[src/rtl/ram_pkg.sv]
// ram_ctrl shared definitions.
// Default geometry and the request bundle.
package ram_pkg;

  localparam int D_WIDTH_DEF   = 16;
  localparam int A_WIDTH_DEF   = 4;
  localparam int RSP_DEPTH_DEF = 3;

  typedef struct packed {
    logic                   write;
    logic [A_WIDTH_DEF-1:0] addr;
    logic [D_WIDTH_DEF-1:0] wdata;
  } ram_req_t;

endpackage

[src/rtl/ram_ctrl_if.sv]
// Request/response port of the RAM front end.
// master drives requests, slave is the controller.
interface ram_ctrl_if
  import ram_pkg::*;
#(
  parameter int D_WIDTH = D_WIDTH_DEF,
  parameter int A_WIDTH = A_WIDTH_DEF
) ();

  logic               req_valid;
  logic               req_ready;
  logic               req_write;
  logic [A_WIDTH-1:0] req_addr;
  logic [D_WIDTH-1:0] req_wdata;
  logic               rsp_valid;
  logic               rsp_ready;
  logic [D_WIDTH-1:0] rsp_rdata;

  modport master (
    output req_valid, req_write, req_addr, req_wdata,
    output rsp_ready,
    input  req_ready, rsp_valid, rsp_rdata
  );

  modport slave (
    input  req_valid, req_write, req_addr, req_wdata,
    input  rsp_ready,
    output req_ready, rsp_valid, rsp_rdata
  );

endinterface

[src/rtl/ram_rsp_fifo.sv]
// Read-response FIFO of the RAM front end.
// Head word is presented combinationally.
module ram_rsp_fifo
  import ram_pkg::*;
#(
  parameter  int D_WIDTH = D_WIDTH_DEF,
  parameter  int DEPTH   = RSP_DEPTH_DEF,
  localparam int PW      = $clog2(DEPTH),
  localparam int CW      = $clog2(DEPTH + 1)
) (
  input  logic               clk,
  input  logic               rst_n,
  input  logic               push_i,
  input  logic [D_WIDTH-1:0] din_i,
  input  logic               pop_i,
  output logic [D_WIDTH-1:0] dout_o,
  output logic [CW-1:0]      count_o,
  output logic               full_o,
  output logic               empty_o
);

  localparam logic [PW-1:0] LAST = PW'(DEPTH - 1);

  logic [D_WIDTH-1:0] mem_q [DEPTH];
  logic [PW-1:0]      wptr_q, wptr_d;
  logic [PW-1:0]      rptr_q, rptr_d;
  logic [CW-1:0]      cnt_q, cnt_d;
  logic               do_push, do_pop;

  function automatic logic [PW-1:0] bump(
    input logic [PW-1:0] p
  );
    return (p == LAST) ? '0 : p + PW'(1);
  endfunction

  assign do_push = push_i;
  assign do_pop  = pop_i && !empty_o;

  assign dout_o  = mem_q[rptr_q];
  assign count_o = cnt_q;
  assign full_o  = (cnt_q == CW'(DEPTH));
  assign empty_o = (cnt_q == '0);

  // Next pointers and occupancy.
  always_comb begin
    wptr_d = do_push ? bump(wptr_q) : wptr_q;
    rptr_d = do_pop  ? bump(rptr_q) : rptr_q;
    cnt_d  = cnt_q;
    unique case (1'b1)
      (do_push && !do_pop): cnt_d = cnt_q + CW'(1);
      (do_pop && !do_push): cnt_d = cnt_q - CW'(1);
      default:              cnt_d = cnt_q;
    endcase
  end

  // Pointer and count state.
  always_ff @(posedge clk or negedge rst_n) begin
    if (!rst_n) begin
      wptr_q <= '0;
      rptr_q <= '0;
      cnt_q  <= '0;
    end else begin
      wptr_q <= wptr_d;
      rptr_q <= rptr_d;
      cnt_q  <= cnt_d;
    end
  end

  // Storage, no reset needed.
  always_ff @(posedge clk) begin
    if (do_push) begin
      mem_q[wptr_q] <= din_i;
    end
  end

endmodule

[src/rtl/ram_ctrl.sv]
// Initiator for the 1R1W synchronous RAM.
// Credits cover in-flight reads plus queued data.
module ram_ctrl
  import ram_pkg::*;
#(
  parameter  int D_WIDTH   = D_WIDTH_DEF,
  parameter  int A_WIDTH   = A_WIDTH_DEF,
  parameter  int RSP_DEPTH = RSP_DEPTH_DEF,
  localparam int CW        = $clog2(RSP_DEPTH + 1)
) (
  input  logic               clk,
  input  logic               rst_n,
  ram_ctrl_if.slave          bus,
  output logic               busy,
  output logic [A_WIDTH-1:0] mem_address_write,
  output logic [D_WIDTH-1:0] mem_data_write,
  output logic               mem_write_enable,
  output logic [A_WIDTH-1:0] mem_address_read,
  input  logic [D_WIDTH-1:0] mem_data_read
);

  logic          rd_pending_q, rd_pending_d;
  logic [CW-1:0] cnt;
  logic [CW:0]   credit;
  logic          full, empty;
  logic          accept, push, pop;

  assign credit = {1'b0, cnt}
                + {{CW{1'b0}}, rd_pending_q};

  assign bus.req_ready =
    credit < (CW + 1)'(RSP_DEPTH);

  assign accept = bus.req_valid && bus.req_ready;

  assign mem_address_write = bus.req_addr;
  assign mem_data_write    = bus.req_wdata;
  assign mem_write_enable  = accept && bus.req_write;
  assign mem_address_read  = bus.req_addr;

  assign push = rd_pending_q;
  assign pop  = bus.rsp_valid && bus.rsp_ready;

  assign bus.rsp_valid = !empty;
  assign busy          = rd_pending_q || !empty;

  // A read accepted now has RAM data one edge later.
  always_comb begin
    rd_pending_d = accept && !bus.req_write;
  end

  // Read-in-flight flag.
  always_ff @(posedge clk or negedge rst_n) begin
    if (!rst_n) begin
      rd_pending_q <= 1'b0;
    end else begin
      rd_pending_q <= rd_pending_d;
    end
  end

  ram_rsp_fifo #(
    .D_WIDTH (D_WIDTH),
    .DEPTH   (RSP_DEPTH)
  ) u_fifo (
    .clk     (clk),
    .rst_n   (rst_n),
    .push_i  (push),
    .din_i   (mem_data_read),
    .pop_i   (pop),
    .dout_o  (bus.rsp_rdata),
    .count_o (cnt),
    .full_o  (full),
    .empty_o (empty)
  );

  a_no_overflow: assert property (
    @(posedge clk) disable iff (!rst_n)
    !(push && full)
  ) else $error("response fifo overflow");

endmodule

[src/flat_wrapper.sv]
// flat-port wrapper written by rule: the top's interface ports become plain ports
module ram_ctrl_flat import ram_pkg::*;
#(
  parameter  int D_WIDTH   = D_WIDTH_DEF,
  parameter  int A_WIDTH   = A_WIDTH_DEF,
  parameter  int RSP_DEPTH = RSP_DEPTH_DEF,
  localparam int CW        = $clog2(RSP_DEPTH + 1)
)
  (clk, rst_n, busy, mem_address_write, mem_data_write, mem_write_enable, mem_address_read, mem_data_read, bus_req_valid, bus_req_write, bus_req_addr, bus_req_wdata, bus_rsp_ready, bus_req_ready, bus_rsp_valid, bus_rsp_rdata);
  ram_ctrl_if #(.D_WIDTH(D_WIDTH), .A_WIDTH(A_WIDTH)) bus_i ();
  input  logic clk;
  input  logic rst_n;
  output logic busy;
  output logic [A_WIDTH-1:0] mem_address_write;
  output logic [D_WIDTH-1:0] mem_data_write;
  output logic mem_write_enable;
  output logic [A_WIDTH-1:0] mem_address_read;
  input  logic [D_WIDTH-1:0] mem_data_read;
  input wire logic [$bits(bus_i.req_valid)-1:0] bus_req_valid;
  input wire logic [$bits(bus_i.req_write)-1:0] bus_req_write;
  input wire logic [$bits(bus_i.req_addr)-1:0] bus_req_addr;
  input wire logic [$bits(bus_i.req_wdata)-1:0] bus_req_wdata;
  input wire logic [$bits(bus_i.rsp_ready)-1:0] bus_rsp_ready;
  output wire logic [$bits(bus_i.req_ready)-1:0] bus_req_ready;
  output wire logic [$bits(bus_i.rsp_valid)-1:0] bus_rsp_valid;
  output wire logic [$bits(bus_i.rsp_rdata)-1:0] bus_rsp_rdata;
  assign bus_i.req_valid = bus_req_valid;
  assign bus_i.req_write = bus_req_write;
  assign bus_i.req_addr = bus_req_addr;
  assign bus_i.req_wdata = bus_req_wdata;
  assign bus_i.rsp_ready = bus_rsp_ready;
  assign bus_req_ready = bus_i.req_ready;
  assign bus_rsp_valid = bus_i.rsp_valid;
  assign bus_rsp_rdata = bus_i.rsp_rdata;
  ram_ctrl #(.D_WIDTH(D_WIDTH), .A_WIDTH(A_WIDTH), .RSP_DEPTH(RSP_DEPTH)) u_core (.clk(clk), .rst_n(rst_n), .bus(bus_i), .busy(busy), .mem_address_write(mem_address_write), .mem_data_write(mem_data_write), .mem_write_enable(mem_write_enable), .mem_address_read(mem_address_read), .mem_data_read(mem_data_read));
endmodule
[config.mk]
export PLATFORM = sky130hd
export DESIGN_NAME = ram_ctrl_flat
export DESIGN_NICKNAME = d
export VERILOG_FILES = /design/src/rtl/ram_pkg.sv /design/src/rtl/ram_ctrl_if.sv /design/src/rtl/ram_rsp_fifo.sv /design/src/rtl/ram_ctrl.sv /design/src/flat_wrapper.sv
export SDC_FILE = /design/constraint.sdc
export NUM_CORES = 1
export LEC_CHECK = 0
export CAP_MARGIN = 10
export CORE_MARGIN = 2
export CORE_UTILIZATION = 40
export DETAILED_ROUTE_END_ITERATION = 7
export PLACE_DENSITY = 0.8
export SLEW_MARGIN = 10
export SYNTH_ARGS = -nofsm -noshare
export SYNTH_HDL_FRONTEND = slang
export SYNTH_SLANG_ARGS = --single-unit
[constraint.sdc]
create_clock -name clk -period 2.1 [get_ports clk]
set_input_delay 0.525 -clock clk [delete_from_list [all_inputs] [get_ports clk]]
set_output_delay 0.525 -clock clk [all_outputs]
set_load 0.02 [all_outputs]
# --- Word-level counts from Yosys, hierarchy flattened ---
# Memory sizes are Yosys's and may differ from the RTL's.
# Index checks and enable logic that the tools add are counted.
totals:
  ff_bits: 7
  latch_bits: 0
  wordCells: 32
  memories: 1
  out_inout_bits: 44
  ram_bits: 48
  inputBits: 41
  rom_bits: 0
memory_table:
  columns: ["name", "depth", "word_bits", "read_ports", "rd_clocked_by_memory_dff", "write_ports", "line_no", "rtl"]
  rows:
  - ["u_core.u_fifo.mem_q", 3, 16, 1, 0, 1, "ram_rsp_fifo.sv:24", "logic [D_WIDTH-1:0] mem_q [DEPTH];"]
op_classes:
  reduce_logical: 14
  n_mul: 0
  muxes: 5
  magnitude_cmp: 1
  n_eq_ne: 2
  addsub: 5
  n_shift: 0
  bitwise_logic: 0
  div: 0
op_table:
  columns: ["op", "count"]
  rows:
  - ["logical AND 1 bit", 7]
  - ["adder 2 x 1 -> 2 bit (second input constant)", 3]
  - ["== test 2 bit (second input constant)", 2]
  - ["zero test 1 bit", 4]
  - ["two-way mux 2 bit", 2]
  - ["case mux 2 bit (2 select lines)", 1]
  - ["adder 2 x 1 -> 3 bit", 1]
  - ["< comparator 3 x 2 -> 1 bit (second input constant)", 1]
  - ["zero test 2 bit", 1]
  - ["two-way mux 1 bit", 2]
  - ["nonzero test 2 bit", 1]
  - ["subtractor 2 x 1 -> 2 bit (second input constant)", 1]
  - ["logical OR 1 bit", 1]

# --- Logic depth before layout (Yosys ltp) ---
logic_depth:
  ltp_word: 7
  ltp_mapped: 6
  mapped_depth_nobuf: 6

# --- Cells and area by module ---
# From an unflattened synthesis, not the netlist that was laid out.
hier_totals:
  hier_cells: 164
  hier_area_um2: 2342.2
modules_own_cells:
  columns: ["mod", "instances", "seq_area_each_um2", "cells_each", "area_each_um2"]
  rows:
  - ["ram_rsp_fifo", 1, 1591.5, 129, 2058.2]
  - ["ram_ctrl", 1, 25.0, 35, 284.0]

# --- Worst setup path before layout ---
# Ideal clock, no wire load.
synth_timing:
  path_kind: "register -> register"
  from: "register u_core.rd_pending_q (netlist: u_core.push)"
  to: "memory u_core.u_fifo.mem_q[2][0] (netlist name) (enable)"
  path_slack_ns: -0.009
  path_stages_with_launch: 3
  t_arrival_ns: 1.696
  setup_ns: 0.413
  period_less_slack_ns: 2.109
  t_required_ns: 1.687
  path_buffers: 0
  path_cell_list: "dfrtp_1 > inv_1 > nor3b_1"
synth_between:
  elab_chain_len: 2
synth_rtl:
  columns: ["element", "line_no", "rtl"]
  rows:
  - ["start, declared", "ram_ctrl.sv:22", "logic rd_pending_q, rd_pending_d;"]
  - ["start signal, assigned", "ram_ctrl.sv:57", "rd_pending_q <= rd_pending_d;"]
  - ["two-way mux 1 bit", "ram_rsp_fifo.sv:71", "if (do_push) begin"]
  - ["two-way mux 1 bit (implied by the code)", "ram_rsp_fifo.sv:72", "mem_q[wptr_q] <= din_i;"]
  - ["end, declared", "ram_rsp_fifo.sv:24", null]
# No other way between the ends.

# --- Worst setup path in the final report ---
layout_timing:
  from: "register u_core.u_fifo.cnt_q[1] (netlist: u_core.u_fifo.count_o[1])"
  to: "output port busy"
layout_between:
  elab_chain_len: 3
layout_rtl:
  columns: ["element", "line_no", "rtl"]
  rows:
  - ["start, declared", "ram_rsp_fifo.sv:27", "logic [CW-1:0] cnt_q, cnt_d;"]
  - ["start signal, assigned", "ram_rsp_fifo.sv:65", "cnt_q <= cnt_d;"]
  - ["zero test 2 bit", "ram_rsp_fifo.sv:42", "assign empty_o = (cnt_q == '0);"]
  - ["zero test 1 bit", "ram_ctrl.sv:45", "assign busy = rd_pending_q || !empty;"]
  - ["logical OR 1 bit", "ram_ctrl.sv:45", null]
  - ["end, declared", "flat_wrapper.sv:13", "output logic busy;"]
# No other way between the ends.

==> results.md <==
* Synth Area in Adders at 1.613%
* Final Hold Viols at 0
* Skew final at 0.004376 ns
* DR vias at 1242
* Layout Nets at 235
* Final slew viol count at 0
* Num CTS Buffers at 5
* Worst slew pin tran at 0.4129 ns
* H-tree levels at 2
* Overall Power at 3.364 mW
* Synth warn at 0
* Status: finished clean
* TritonCTS clock tree: built
* Dpl cell area at 2709 um^2
* Mean Syn Cell Area at 14.55 um^2
* Worst path cell trace: buf_4 -> or3_1 -> clkdlybuf4s15_1
* Reg2reg end: u_core.u_fifo.count_o[1]
* Largest family of logic cells by synthesized area: buffers and inverters
* Placed Instances at 256
* Master of the slowest instance on the critical path: dfrtp_1
* Die width at 80.28 um
* R2R cell count at 6
* Most common cell after layout, fill and taps aside: edfxtp_1
* Synth Register Bits at 55
* XOR/XNOR Fraction of Synth Area at 1.129%
* Worst EP arrival at 1.53 ns
* Post-route cell area at 2773 um^2
* Via density at 4.705
* Die ar. at 6444 um^2
* Post-synth cell types at 24
* Std-Cell Rows at 27
* Ant diodes at 0
* Layout cells sized above 1 at 18.23%
* Seq/Total Area, Yosys at 69.46%
* Power per cell area at 1213 nW/um^2
* Kind of critical path: register to output port
* Drt wl/cell at 13.96 um
* Finished Layout Cells at 264
* Finish-stage setup viols at 0
* Worst hold path type: input port to asynchronous set/reset pin
* Crit path required time at 1.57 ns
* Initial Util at 41.75%
* Height of the die at 80.28 um
* Mux share of post-synthesis cell area at 6.882%
* Detailed Routing Iterations Pass 1 at 4
* Post-CTS setup buffers at 0
* Max clock buf depth at 2
* Setup TNS at 0 ns
* Layout Area Growth over Synthesis at 19.14%
* Number of global-route vias before repair at 1319
* Initial antenna violation count at 0
* Placer Congestion at 0.6665
* Detailed Route Iter0 Violations at 43
* Worst-Skew Late Latency at 0.30 ns
* Netlist Area Pre-Place at 2327 um^2
* Slew HR at 72.44%
* Maximum VDD drop at 0.4908 mV
* RSZ-0062 raised after global routing: true
* Antenna-violating nets left at 0
* Leak at 1.031 nW
* Gate Count Post-Synth at 160
* Global Route Usage Sum at 12.65%
* I/O pin total at 85
* Min Tclk post-route at 2.052 ns
* Startpoint Class: register
* MaxCap Viol Count at 0
* Nature of the critical path endpoint: output port
* Slowest stage delay, CP at 0.43 ns
* First-pass GRT wire length at 5.975 mm
* Fraction of the mapped netlist area in compound gates at 5.054%
* Input/output buffers at 40
* CP bufs+invs at 2
* Grt ovf at 0
* Largest net degree at the start of global routing at 16
* Fillcell total at 499
* R2R Path Start: u_core.u_fifo.count_o[1]
* CORE AREA at 5574 um^2
* Post-DP HPWL at 2.618 mm
* Reg2reg setup slack at 0.41 ns
* Max FO, Critical Path at 4
* Clock root buffer: clkbuf_8
* Crit share post-route at 97.71%
* Clock slew at reported path FFs at 0.09 ns
* Most frequent cells in the layout: edfxtp_1 (48), clkdlybuf4s50_1 (20), nand2_1 (18)
* Synth Area in Simple Gates at 5.806%
* Top delay family on crit path: buffers and inverters
* Final wirelength at 3.685 mm
* Max Fclk at 487.3 MHz
* Clock sink total at 55
* Post-route DRC at 0
* Synthesized net count at 204
==> metrics by stage <==
stage | hold slack (ns) | util (%) | setup WS [ns]
5_1_grt | 0.4882 | 49.74 | -0.03586
2_1_floorplan | 0.2294 | - | 0.04479
6_report | 0.4814 | 49.74 | 0.04802
3_3_place_gp | 0.5337 | 48.60 | -0.1983
3_5_place_dp | 0.5543 | 48.60 | -0.2179
4_1_cts | 0.4869 | 49.49 | -0.01715
==> cells by family after synthesis <==
family / Yosys count
flops: 55
simple gates: 29
fa+ha+maj: 3
xor+xnor: 3
mux: 16
compound gates: 22
buf+inv: 32
==> repair_timing <==
| action | 4_1_cts | 5_1_grt |
|---|---|---|
| endpoints found under the hold margin | 0 | 0 |
| gates cloned | 0 | 0 |
| gates resized for setup | 27 | 26 |
| pin swaps | 0 | 1 |
| endpoints found under the setup margin | 20 | 12 |
| hold buffers | 0 | 0 |
==> power by group <==
part / internal [mW] / total, mW / switching, mW
registers: 1.37 / 1.45 / 0.0821
clock network: 0.228 / 0.530 / 0.302
logic: 0.615 / 1.38 / 0.769
==> cell usage after synthesis <==
| master | count | area, um^2 |
|---|---|---|
| buf_6 | 1 | 11.26 |
| nand2_1 | 19 | 71.32 |
| xnor2_1 | 2 | 17.52 |
| buf_8 | 1 | 15.01 |
| a21oi_1 | 1 | 5.000 |
| inv_1 | 2 | 7.510 |
| nor3_1 | 2 | 10.01 |
| buf_4 | 24 | 180.2 |
| o21ai_0 | 4 | 20.02 |
| nand2b_1 | 1 | 6.260 |
| buf_2 | 4 | 20.02 |
| xor2_1 | 1 | 8.760 |
| or3_1 | 1 | 6.260 |
| nor4bb_1 | 1 | 10.01 |
| nor2_1 | 2 | 7.510 |
| nor3b_1 | 1 | 7.510 |
| edfxtp_1 | 48 | 1441 |
| ha_1 | 3 | 37.54 |
| or2_2 | 1 | 6.260 |
| a21o_1 | 3 | 22.52 |
| dfrtp_1 | 7 | 175.2 |
| mux2i_1 | 16 | 160.2 |
| o21ai_1 | 14 | 70.07 |
| and4b_1 | 1 | 10.01 |
==> layer usage <==
layer  global-route usage (%)  vias up  routed length, um
li1                         -      610                  -
met1                    13.32      577               1457
met2                    23.33       42               1981
met3                    2.022       13                144
met4                    7.797        0                102
met5                        0        -                  0
==> flip-flops by register name, indices dropped and copies added (netlist names) <==
register	cells
u_core.u_fifo.wptr_q	2
u_core.u_fifo.mem_q	48
u_core.u_fifo.rptr_q	2
u_core.u_fifo.count_o	2
u_core.push	1
==> layout make-up <==
| cell class | instances | area (um^2) | area share [%] |
|---|---|---|---|
| multi-input cells | 73 | 510.5 | 18.41 |
| repair buffers | 54 | 467.9 | 16.88 |
| well taps | 72 | 90.09 | 3.249 |
| clock buffers | 6 | 72.57 | 2.617 |
| inverters | 2 | 7.507 | 0.2708 |
| flip-flops and latches | 55 | 1617 | 58.30 |
| clock inverters | 2 | 7.507 | 0.2708 |
==> how the worst max path moves through the flow <==
| stage | from | endpoint | slack [ns] | depth (start not counted) |
|---|---|---|---|---|
| detailed placement | bus_req_write | mem_write_enable | -0.22 | 3 |
| global placement | bus_req_write | mem_write_enable | -0.20 | 3 |
| global route | u_core.push | mem_write_enable | -0.04 | 5 |
| CTS | u_core.push | mem_write_enable | -0.02 | 5 |
| floorplan | u_core.push | u_core.u_fifo.mem_q[0][0] | 0.04 | 2 |
| finish | u_core.u_fifo.count_o[1] | busy | 0.05 | 3 |
==> worst reg2reg max path, stage by stage (launching register included) <==
cell,delay (ns)
dfrtp_1,0.43
buf_4,0.16
o21ai_1,0.30
inv_1,0.09
ha_1,0.33
nor2_1,0.15
xor2_1,0.16
(Power assumes the default switching activity.)
